### src/rtl/frame_buffer_reader.sv
// frame_buffer_reader: scans one frame out of LRAM port B into a valid/ready pixel stream
// with line/frame sideband, absorbing the fixed read latency via a credit-limited FIFO.
module frame_buffer_reader #(
   parameter int RADDR_WIDTH  = 14,
   parameter int RADDR_DEPTH  = 16384,
   parameter int RDATA_WIDTH  = 32,
   parameter int READ_LATENCY = 2,
   parameter int LINE_WORDS   = 160,
   parameter int FRAME_LINES  = 120,
   parameter int FIFO_DEPTH   = 4
) (
   input  logic                   clk_i,
   input  logic                   rst_n_i,
   input  logic                   start_i,
   input  logic                   abort_i,
   input  logic [RADDR_WIDTH-1:0] base_addr_i,
   output logic                   busy_o,
   output logic                   done_o,
   output logic                   rd_clk_en_o,
   output logic                   rdout_clken_o,
   output logic [RADDR_WIDTH-1:0] rd_addr_o,
   input  logic [RDATA_WIDTH-1:0] rd_data_i,
   output logic [RDATA_WIDTH-1:0] pix_data_o,
   output logic                   pix_valid_o,
   input  logic                   pix_ready_i,
   output logic                   pix_sol_o,
   output logic                   pix_eof_o
);
   localparam int CW = $clog2(LINE_WORDS > FRAME_LINES ? LINE_WORDS : FRAME_LINES) + 1;
   localparam int PW = FIFO_DEPTH > 1 ? $clog2(FIFO_DEPTH) : 1;
   localparam int FW = $clog2(FIFO_DEPTH + 1);
   localparam logic [1:0] IDLE  = 2'd0;
   localparam logic [1:0] FETCH = 2'd1;
   localparam logic [1:0] DRAIN = 2'd2;
   localparam logic [CW-1:0] COL_LAST = CW'(LINE_WORDS - 1);
   localparam logic [CW-1:0] LINE_LAST = CW'(FRAME_LINES - 1);
   localparam logic [RADDR_WIDTH-1:0] ADDR_LAST = RADDR_WIDTH'(RADDR_DEPTH - 1);
   localparam logic [PW-1:0] PTR_LAST = PW'(FIFO_DEPTH - 1);
   localparam logic [FW:0] DEPTH_C = (FW + 1)'(FIFO_DEPTH);

   logic [1:0]              state;
   logic [CW-1:0]           col, line;
   logic [RADDR_WIDTH-1:0]  addr;
   logic [READ_LATENCY-1:0] vld, vsol, veof;
   logic [RDATA_WIDTH-1:0]  fd [FIFO_DEPTH];
   logic [FIFO_DEPTH-1:0]   fs, fe;
   logic [PW-1:0]           wp, rp;
   logic [FW-1:0]           cnt, in_flight;
   logic                    issue, last, push, pop, finish;

   assign in_flight = FW'($countones(vld));
   assign last      = (col == COL_LAST) && (line == LINE_LAST);
   // words already in flight or buffered are the credits spent; a same-cycle pop is not counted
   assign issue     = (state == FETCH) && !abort_i && (({1'b0, in_flight} + {1'b0, cnt}) < DEPTH_C);
   assign push      = vld[READ_LATENCY-1];
   assign pop       = pix_valid_o && pix_ready_i;
   assign finish    = (state == DRAIN) && (in_flight == '0) && (cnt == (pop ? FW'(1) : FW'(0)));

   assign busy_o        = state != IDLE;
   assign rdout_clken_o = busy_o;
   assign rd_clk_en_o   = issue;
   assign rd_addr_o     = addr;
   assign pix_valid_o   = cnt != '0;
   assign pix_data_o    = pix_valid_o ? fd[rp] : '0;
   assign pix_sol_o     = pix_valid_o & fs[rp];
   assign pix_eof_o     = pix_valid_o & fe[rp];

   always_ff @(posedge clk_i or negedge rst_n_i) begin
      if (!rst_n_i) begin
         state  <= IDLE;
         col    <= '0;
         line   <= '0;
         addr   <= '0;
         vld    <= '0;
         vsol   <= '0;
         veof   <= '0;
         fs     <= '0;
         fe     <= '0;
         wp     <= '0;
         rp     <= '0;
         cnt    <= '0;
         done_o <= 1'b0;
      end else begin
         done_o <= 1'b0;
         if (abort_i) begin
            state <= IDLE;
            vld   <= '0;
            wp    <= '0;
            rp    <= '0;
            cnt   <= '0;
         end else begin
            vld  <= (vld << 1) | READ_LATENCY'(issue);
            vsol <= (vsol << 1) | READ_LATENCY'(col == '0);
            veof <= (veof << 1) | READ_LATENCY'(last);
            if (push) begin
               fs[wp] <= vsol[READ_LATENCY-1];
               fe[wp] <= veof[READ_LATENCY-1];
               wp     <= (wp == PTR_LAST) ? '0 : wp + 1'b1;
            end
            if (pop) rp <= (rp == PTR_LAST) ? '0 : rp + 1'b1;
            cnt <= cnt + FW'(push) - FW'(pop);
            if (state == IDLE && start_i) begin
               state <= FETCH;
               addr  <= base_addr_i;
               col   <= '0;
               line  <= '0;
            end
            if (issue) begin
               addr <= (addr == ADDR_LAST) ? '0 : addr + 1'b1;
               col  <= (col == COL_LAST) ? '0 : col + 1'b1;
               if (col == COL_LAST) line <= (line == LINE_LAST) ? '0 : line + 1'b1;
               if (last) state <= DRAIN;
            end
            if (finish) begin
               state  <= IDLE;
               done_o <= 1'b1;
            end
         end
      end
   end

   always_ff @(posedge clk_i) begin
      if (push && !abort_i) fd[wp] <= rd_data_i;
   end
endmodule
### config.mk
export PLATFORM = sky130hd
export DESIGN_NAME = frame_buffer_reader
export DESIGN_NICKNAME = d
export VERILOG_FILES = /design/src/rtl/frame_buffer_reader.sv
export SDC_FILE = /design/constraint.sdc
export NUM_CORES = 1
export LEC_CHECK = 0
export BUFFER_PORTS_ARGS = -buffer_cell sky130_fd_sc_hd__buf_2
export CAP_MARGIN = 20
export CORE_UTILIZATION = 47
export CTS_BUF_LIST = sky130_fd_sc_hd__clkbuf_8 sky130_fd_sc_hd__clkbuf_16
export CTS_CLUSTER_DIAMETER = 200
export DETAILED_ROUTE_END_ITERATION = 7
export PLACE_DENSITY = 0.79
export SYNTH_ARGS = -nofsm -noshare
export SYNTH_HDL_FRONTEND = slang
export SYNTH_SLANG_ARGS = --single-unit
### constraint.sdc
create_clock -name clk_i -period 2.33 [get_ports clk_i]
set_clock_uncertainty 0.05 [all_clocks]
set_input_delay 0.1165 -clock clk_i [delete_from_list [all_inputs] [get_ports clk_i]]
set_output_delay 0.1165 -clock clk_i [all_outputs]
set_load 0.02 [all_outputs]
[Word-level counts from Yosys, hierarchy flattened]
Memory sizes are Yosys's and may differ from the RTL's.
Index checks and enable logic that the tools add are counted.
Operators by class
  bitwise logic cells: 6
  magnitude comparators: 4
  reductions and logical operators: 20
  add/sub/neg operators: 9
  eq/ne operators: 8
  multiplexer cells: 37
Operators with widths (number)
  2-to-1 mux 9 bit: 7
  2-to-1 mux 14 bit: 3
  2-to-1 mux 32 bit: 1
  2-to-1 mux 2 bit: 12
  adder 9 x 1 -> 9 bit, second input constant: 2
  adder 14 x 1 -> 14 bit, second input constant: 1
  == test 14 bit, second input constant: 1
  == test 9 x 7 -> 1 bit, second input constant: 1
  == test 9 x 8 -> 1 bit, second input constant: 1
  logical AND 1 bit: 9
  logical NOT 9 bit: 1
  bitwise mux 4 bit: 2
  2-to-1 mux 1 bit: 8
  nonzero test 2 bit: 4
  == test 2 bit, second input constant: 3
  < comparator 2 x 3 -> 1 bit, second input constant: 2
  bitwise OR 2 x 1 -> 2 bit: 3
  adder 2 x 1 -> 2 bit, second input constant: 2
  adder 2 x 3 -> 4 bit: 1
  binary-select mux 1 bit (select 2 bit): 2
  < comparator 4 x 3 -> 1 bit, second input constant: 1
  AND reduction 2 bit: 2
  adder 3 x 1 -> 3 bit: 1
  == test 3 x 1 -> 1 bit: 1
  other kinds (12): 13
Storage, ports and cells
  register bits: 56
  memories: 1
  logic and storage cells: 98
  output and inout port bits: 53
  memory bits (writable): 128
Memories
  fd: words 4, bits a word 32, read ports 1, clocked after Yosys merged registers in 0, write ports 1, RTL line 45  | logic [RDATA_WIDTH-1:0] fd [FIFO_DEPTH];

[Longest topological paths before layout]
Gate-level depths: netlist (run 1).
  depth after elaboration: 7
  mapped depth: 10

[Worst setup path after synthesis (run 1)]
OpenSTA, ideal clock, no wires.
  kind: flip-flop to flip-flop
  from: register cnt[1]
  to: register cnt[2]
  arrival time: 2181 ps
  slack: -32 ps
  required time: 2149 ps
  cell stages (with the launch flop): 11
  period minus slack after synthesis: 2362 ps
  path buffers: 1
  cell sequence: dfrtp_1 -> or3_1 -> clkbuf_1 -> and2_1 -> ha_1 -> inv_1 -> ha_1 -> inv_1 -> fa_1 -> xnor2_1 -> nor2_1
Between the ends
  cells in the longest elaborated chain, start to end: 4
Ends and longest elaborated chain
  start, declared: RTL line 48  | logic [FW-1:0] cnt, in_flight;
  start signal, assigned: RTL line 101  | cnt <= cnt + FW'(push) - FW'(pop);
  branches (longest 2 deep; another with adder 3 x 1 -> 3 bit)
  subtractor 3 x 1 -> 3 bit *: RTL line 101
  2-to-1 mux 3 bit *: RTL line 85  | if (abort_i) begin
Mark *: on every way between the ends.
A chain may end at the register's enable or synchronous reset.

[Worst setup path in the final report (run 1)]
  from: register cnt[2]
  to: output rd_clk_en_o
Between the ends
  cells in the longest elaborated chain, start to end: 3
Ends and longest elaborated chain
  adder 2 x 3 -> 4 bit: RTL line 54  | assign issue = (state == FETCH) && !abort_i && (({1'b0, in_flight} + {1'b0, cnt}) < DEPTH_C);
  < comparator 4 x 3 -> 1 bit: RTL line 54
  logical AND 1 bit: RTL line 54
  end, declared: RTL line 19  | output logic rd_clk_en_o,
No other way between the ends.

==> results of run 1 <==
==> final timing paths <==
path	startpoint	to	depth (start not counted)
max	cnt[2]	rd_clk_en_o	6
min	abort_i	vld[1]	3
max reg2reg	cnt[2]	rd_addr_o[10]	7
min reg2reg	veof[0]	veof[0]	2
max in group asynchronous	rst_n_i	col[7]	3
min in group asynchronous	rst_n_i	cnt[0]	2
==> metrics by stage <==
| stage | instance area [µm²] | std cells | power [mW] |
|---|---|---|---|
| finish | 9927 | 928 | 9.380 |
| global placement | 8798 | 846 | 6.420 |
| detailed placement | 8798 | 846 | 6.488 |
| CTS | 9894 | 928 | 9.401 |
| global route | 9927 | 928 | 9.800 |
| floorplan | 7916 | 524 | 5.642 |
==> metal layers <==
layer  vias to the layer above  GRT usage  part of all wire
met5                         -          0                 0
met4                         0    0.07558             0.012
met3                        13    0.03345             0.046
met2                       164     0.3404              0.51
met1                      2582     0.2623              0.43
li1                       2330          -                 -
==> state kept, by name, indices dropped and copies added (netlist names) <==
signal and count:
vld 2, line 9, wp 2, vsol 2, done_o 1, fd 128, fs 4, rd_addr_o 14
veof 2, cnt 3, state 2, fe 4, rp 2, col 9
==> cells in the final DEF (no fill, tap or decap), types with 7 or more instances in the layout <==
cell and n:
nand2_1 40, nor4_1 8, buf_2 102, inv_1 17, clkbuf_16 17, and3_1 7
ha_1 12, dfrtp_1 55, mux4_2 34, buf_4 17, nand3_1 23, o21ai_0 25
and2_1 35, edfxtp_1 128, nor2_1 21, dlygate4sd3_1 47, nor3_1 8, mux2_2 10
==> power by group <==
part	internal, mW	switching, mW
combinational	1.18	1.50
sequential	3.66	0.175
clock	1.54	1.33
==> cell families (layout without fill, tap and decap cells) <==
group                    after synthesis  count (layout)  share of synthesized area
flip-flops                           184             184                     0.6629
AO/OA/AOI/OAI                         60              60                    0.04965
adder cells (fa/ha/maj)               14              14                    0.02309
XOR/XNOR                               9               9                   0.009961
buffers and inverters                 40             224                    0.02498
multiplexers                          46              46                     0.1135
AND/OR/NAND/NOR                      171             171                     0.1159
==> worst max-delay path, cell delays in order (launching register included) <==
cell      delay [ns]
dfrtp_1         0.40
buf_6           0.13
or4b_4          0.48
a311o_4         0.36
clkinv_4        0.08
buf_6           0.12
buf_6           0.12
==> layout make-up <==
| cell class | instances | area, µm² |
|---|---|---|
| Clock inverter | 15 | 167.7 |
| Sequential cell | 184 | 5246 |
| Clock buffer | 17 | 425.4 |
| Tap cell | 220 | 275.3 |
| Fill cell | 1206 | 6598 |
| Multi-Input combinational cell | 300 | 2497 |
| Timing Repair Buffer | 174 | 1242 |
| Inverter | 18 | 72.57 |
==> timing repair <==
action	in CTS	in global routing
gates resized for setup	3	6
endpoints found under the setup margin	4	18
hold endpoints to repair	173	0
hold buffers	47	0
setup buffers	3	0
pin swaps	1	2
==> summary.txt, run 1 <==
Critical path
  • R2R Setup Slk: 0.09 ns
  • Critical Path Fanout Max: 5
  • Startpoint Class: flop
  • Worst setup EP type: primary output
  • Critical path required time: 2.16 ns
  • Data arrival, critical path: 2.11 ns
  • Critical path class: reg -> out

Clock network
  • CTS tree: done
  • Worst skew pair latency: 0.43 ns
  • Number of buffers created by CTS: 17
  • Clock transition at path regs: 0.07 ns
  • Clock root buffer: clkbuf_16
  • Max clock buf depth: 2
  • H-Tree Depth: 4
  • Clock Sink Count: 184

Logic synthesis
  • Top cell type's share of synthesized area: 0.4858
  • Leading area contributor after synthesis: edfxtp_1
  • Synth cell count leaders: edfxtp_1, dfrtp_1, nand2_1
  • Netlist cell types: 54
  • Largest cells by area after synthesis: edfxtp_1, dfrtp_1, mux4_2, and2_1, ha_1
  • Sequential area share after synthesis: 0.6629
  • Post-synth EDFFs: 128
  • Synthesized cell area: 7913 µm²
  • Async SR Flop Fraction: 0.3043
  • Most frequent cell after synthesis: edfxtp_1
  • Dominant synthesized flop cell: edfxtp_1
  • Syn nets: 589
  • Syn avg cell area: 15.10 µm²
  • Flops & latches, synth: 184
  • Warnings, synthesis: 0
  • Synthesized instance count: 524

Timing
  • TNS Setup: 0 ns
  • Final worst-path cycle share: 0.9782
  • Hold Slack: 0.05362 ns
  • Max Freq: 0.4387 GHz
  • Crit path time final: 2.279 ns
  • Max_slew headroom: 0.4921
  • Final worst setup slack: 0.05077 ns
  • Final Hold Vio Count: 0
  • Actual slew at the worst max-slew pin: 0.7619 ns
  • RSZ-0062 raised after global routing: yes
  • Final max-slew violation count: 0
  • Final setup fails: 0

Worst hold path
  • HP Class: in -> reg

Drt
  • WL final: 16390 µm
  • Wire length per cell: 17.66 µm
  • Via density: 5.484
  • Final antenna-violating net count: 0
  • Initial DRC Count: 355
  • DRC violations left: 0
  • Routed via count: 5089
  • DR pass1 iterations: 5

Layout
  • # diodes: 0
  • Nets: 760
  • Synth-to-layout area growth: 25.46%
  • Final core utilization: 0.6007
  • Share of layout cells above drive strength 1: 0.3150

Place
  • DP Worst Slack: -0.02644 ns
  • DP HPWL: 10370 µm
  • IO buf count: 103
  • Placer Congestion: 0.8563

Floorplanning
  • Std-Cell Rows: 47
  • Boundary Pins: 104
  • Die ar.: 17360 µm²
  • Die Wd: 131.8 µm
  • DIE HEIGHT: 131.8 µm
  • Initial Util: 0.4788
  • Total core area: 16520 µm²

Global route
  • Initial antenna violation count: 0
  • First-pass GRT wire length: 27100 µm
  • Vias in the first global route: 5349
  • Grt total ovfl: 0
  • Largest net degree at the start of global routing: 36
  • GRT Overall Usage: 0.2011

Power and ir drop
  • Leakage: 3.883 nW
  • PwrDens: 944.9 nW/µm²
  • Maximum VDD drop: 0.0005802 V

Run
  • Max-cap viol count: 0

Run status
  • Status: finished clean
(Power assumes the default switching activity.)
==> run 2: changes to the inputs <==
==> constraint.sdc (replaced) <==
create_clock -name clk_i -period 2.33 [get_ports clk_i]
set_clock_uncertainty 0.05 [all_clocks]
set_input_delay 0.233 -clock clk_i [delete_from_list [all_inputs] [get_ports clk_i]]
set_output_delay 0.233 -clock clk_i [all_outputs]
set_load 0.02 [all_outputs]
==> summary.txt, run 2 (same netlist as run 1, synthesis figures left out) <==
Floorplanning
  • Initial Util: 0.4788
  • Boundary Pins: 104
  • Die Wd: 131.8 µm
  • Die ar.: 17360 µm²
  • Total core area: 16520 µm²
  • DIE HEIGHT: 131.8 µm
  • Std-Cell Rows: 47

Layout
  • Commonest cells after routing, fill and taps aside: edfxtp_1, buf_2, dfrtp_1
  • # diodes: 0
  • Layout filler cell count: 1223
  • Final core utilization: 0.5967
  • Top reg by flops: fd
  • Most common cell after layout, fill and taps aside: edfxtp_1
  • Nets: 762
  • Synth-to-layout area growth: 24.62%
  • Max reg flops: 128
  • Share of layout cells above drive strength 1: 0.3254

Timing
  • Max Freq: 0.4429 GHz
  • Final max-slew violation count: 0
  • Max_slew headroom: 0.6507
  • Final setup fails: 0
  • TNS Setup: 0 ns
  • Final worst-path cycle share: 0.9691
  • Final worst setup slack: 0.07210 ns
  • Actual slew at the worst max-slew pin: 0.5191 ns
  • Final Hold Vio Count: 0
  • Crit path time final: 2.258 ns
  • Hold Slack: 0.06652 ns

Critical path
  • Critical path's slowest cell: dfrtp_1
  • Biggest cell delay along the critical path: 0.42 ns
  • Critical path required time: 2.05 ns
  • Startpoint Class: flop
  • Worst setup EP type: primary output
  • Critical path class: reg -> out
  • Kind of cell adding the most delay to the critical path: adder cells
  • Critical path, cell by cell: ha_1 > ha_1 > a311o_4 > inv_4 > buf_6
  • Critical Path Fanout Max: 8
  • Critical path buffer and inverter count: 2
  • Data arrival, critical path: 1.97 ns
  • Worst path most repeated cell: ha_1

Clock network
  • Number of buffers created by CTS: 17
  • Max clock buf depth: 2
  • Clock root buffer: clkbuf_16
  • Worst skew pair latency: 0.43 ns
  • Clock Sink Count: 184
  • H-Tree Depth: 4
  • CTS tree: done
  • Clock transition at path regs: 0.07 ns

Drt
  • WL final: 16660 µm
  • DRC violations left: 0
  • Wire length on met2: 8659 µm
  • Via density: 5.480
  • Routed via count: 5096
  • Final antenna-violating net count: 0
  • Wire length per cell: 17.91 µm
  • Met3 wire len: 702 µm
  • DR pass1 iterations: 4
  • Top Metal Used: met4
  • Initial DRC Count: 367
  • Met1 wire length: 7090 µm

Global route
  • Largest net degree at the start of global routing: 36
  • Vias in the first global route: 5317
  • First-pass GRT wire length: 27150 µm
  • Grt total ovfl: 0
  • GRT Overall Usage: 0.2038
  • Initial antenna violation count: 0

Power and ir drop
  • Leakage: 3.874 nW
  • Tot Pwr: 9.324 mW
  • Maximum VDD drop: 0.0005342 V
  • PwrDens: 945.5 nW/µm²

Place
  • Placer Congestion: 0.8504
  • DP Worst Slack: -0.03001 ns
  • IO buf count: 103
  • DP HPWL: 10550 µm

Run status
  • Status: finished clean

Worst hold path
  • HP Class: in -> reg

Run
  • Max-cap viol count: 0
==> run 2: cell types whose count changed in the layout (fill, tap and decap cells not counted), sizes merged <==
cell         previous run  this run
buf                   127       134
clkinvlp                0         1
dlygate4sd3            47        42
inv                    28        27
==> run 2: stage by stage <==
| stage | area (µm²) | std cells |
|---|---|---|
| 6_report | 9861 | 930 |
| 4_1_cts | 9812 | 928 |
| 3_5_place_dp | 8793 | 852 |
| 3_3_place_gp | 8793 | 852 |
| 5_1_grt | 9861 | 930 |
| 2_1_floorplan | 7916 | 524 |
==> run 2: cell type report <==
type                    count  area, µm²  area share
clock buffers              17      425.4     0.04314
clock inverters            15      140.1     0.01421
inverters                  18      70.07    0.007106
multi-input cells         300       2507      0.2543
flip-flops and latches    184       5248      0.5322
well taps                 220      275.3     0.02792
repair buffers            176       1195      0.1212
==> run 2: final timing paths <==
| check | slack, ns | cells past startpoint | start | end |
|---|---|---|---|---|
| min in group asynchronous | 0.26 | 2 | rst_n_i | done_o |
| hold reg to reg | 0.44 | 2 | veof[0] | veof[0] |
| setup reg to reg | 0.11 | 8 | vld[1] | line[3] |
| setup / recovery | 0.07 | 5 | vld[1] | rd_clk_en_o |
| hold / removal | 0.07 | 3 | base_addr_i[13] | rd_addr_o[13] |
| max in group asynchronous | 1.32 | 3 | rst_n_i | line[5] |
==> run 2: worst reg2reg max path, cell delays in order (launching register included) <==
cell and delay (ns):
dfrtp_1 0.42, ha_1 0.20, ha_1 0.28, a311o_4 0.39, buf_4 0.16, buf_6 0.16, nor3_4 0.26, nand3_1 0.13
nand3_1 0.10
==> run 2: routing by layer <==
metal,vias up,track usage
met2,147,0.3563
met4,0,0.06589
met3,21,0.04383
li1,2330,-
met1,2598,0.2529
met5,-,0
==> run 2: power by group <==
| group | switching (mW) | total, mW | internal [mW] | leakage, nW |
|---|---|---|---|---|
| clock | 1.26 | 2.75 | 1.50 | 0.281 |
| sequential | 0.169 | 3.83 | 3.66 | 1.89 |
| combinational | 1.53 | 2.74 | 1.21 | 1.70 |
| total | 2.96 | 9.32 | 6.37 | 3.87 |
==> run 2: repair_timing <==
action	in CTS	in global routing
hold endpoints to repair	159	0
gates cloned	0	0
setup buffers	3	2
hold buffers	42	0
gates resized for setup	5	8
setup endpoints to repair	3	12
pin swaps	2	2
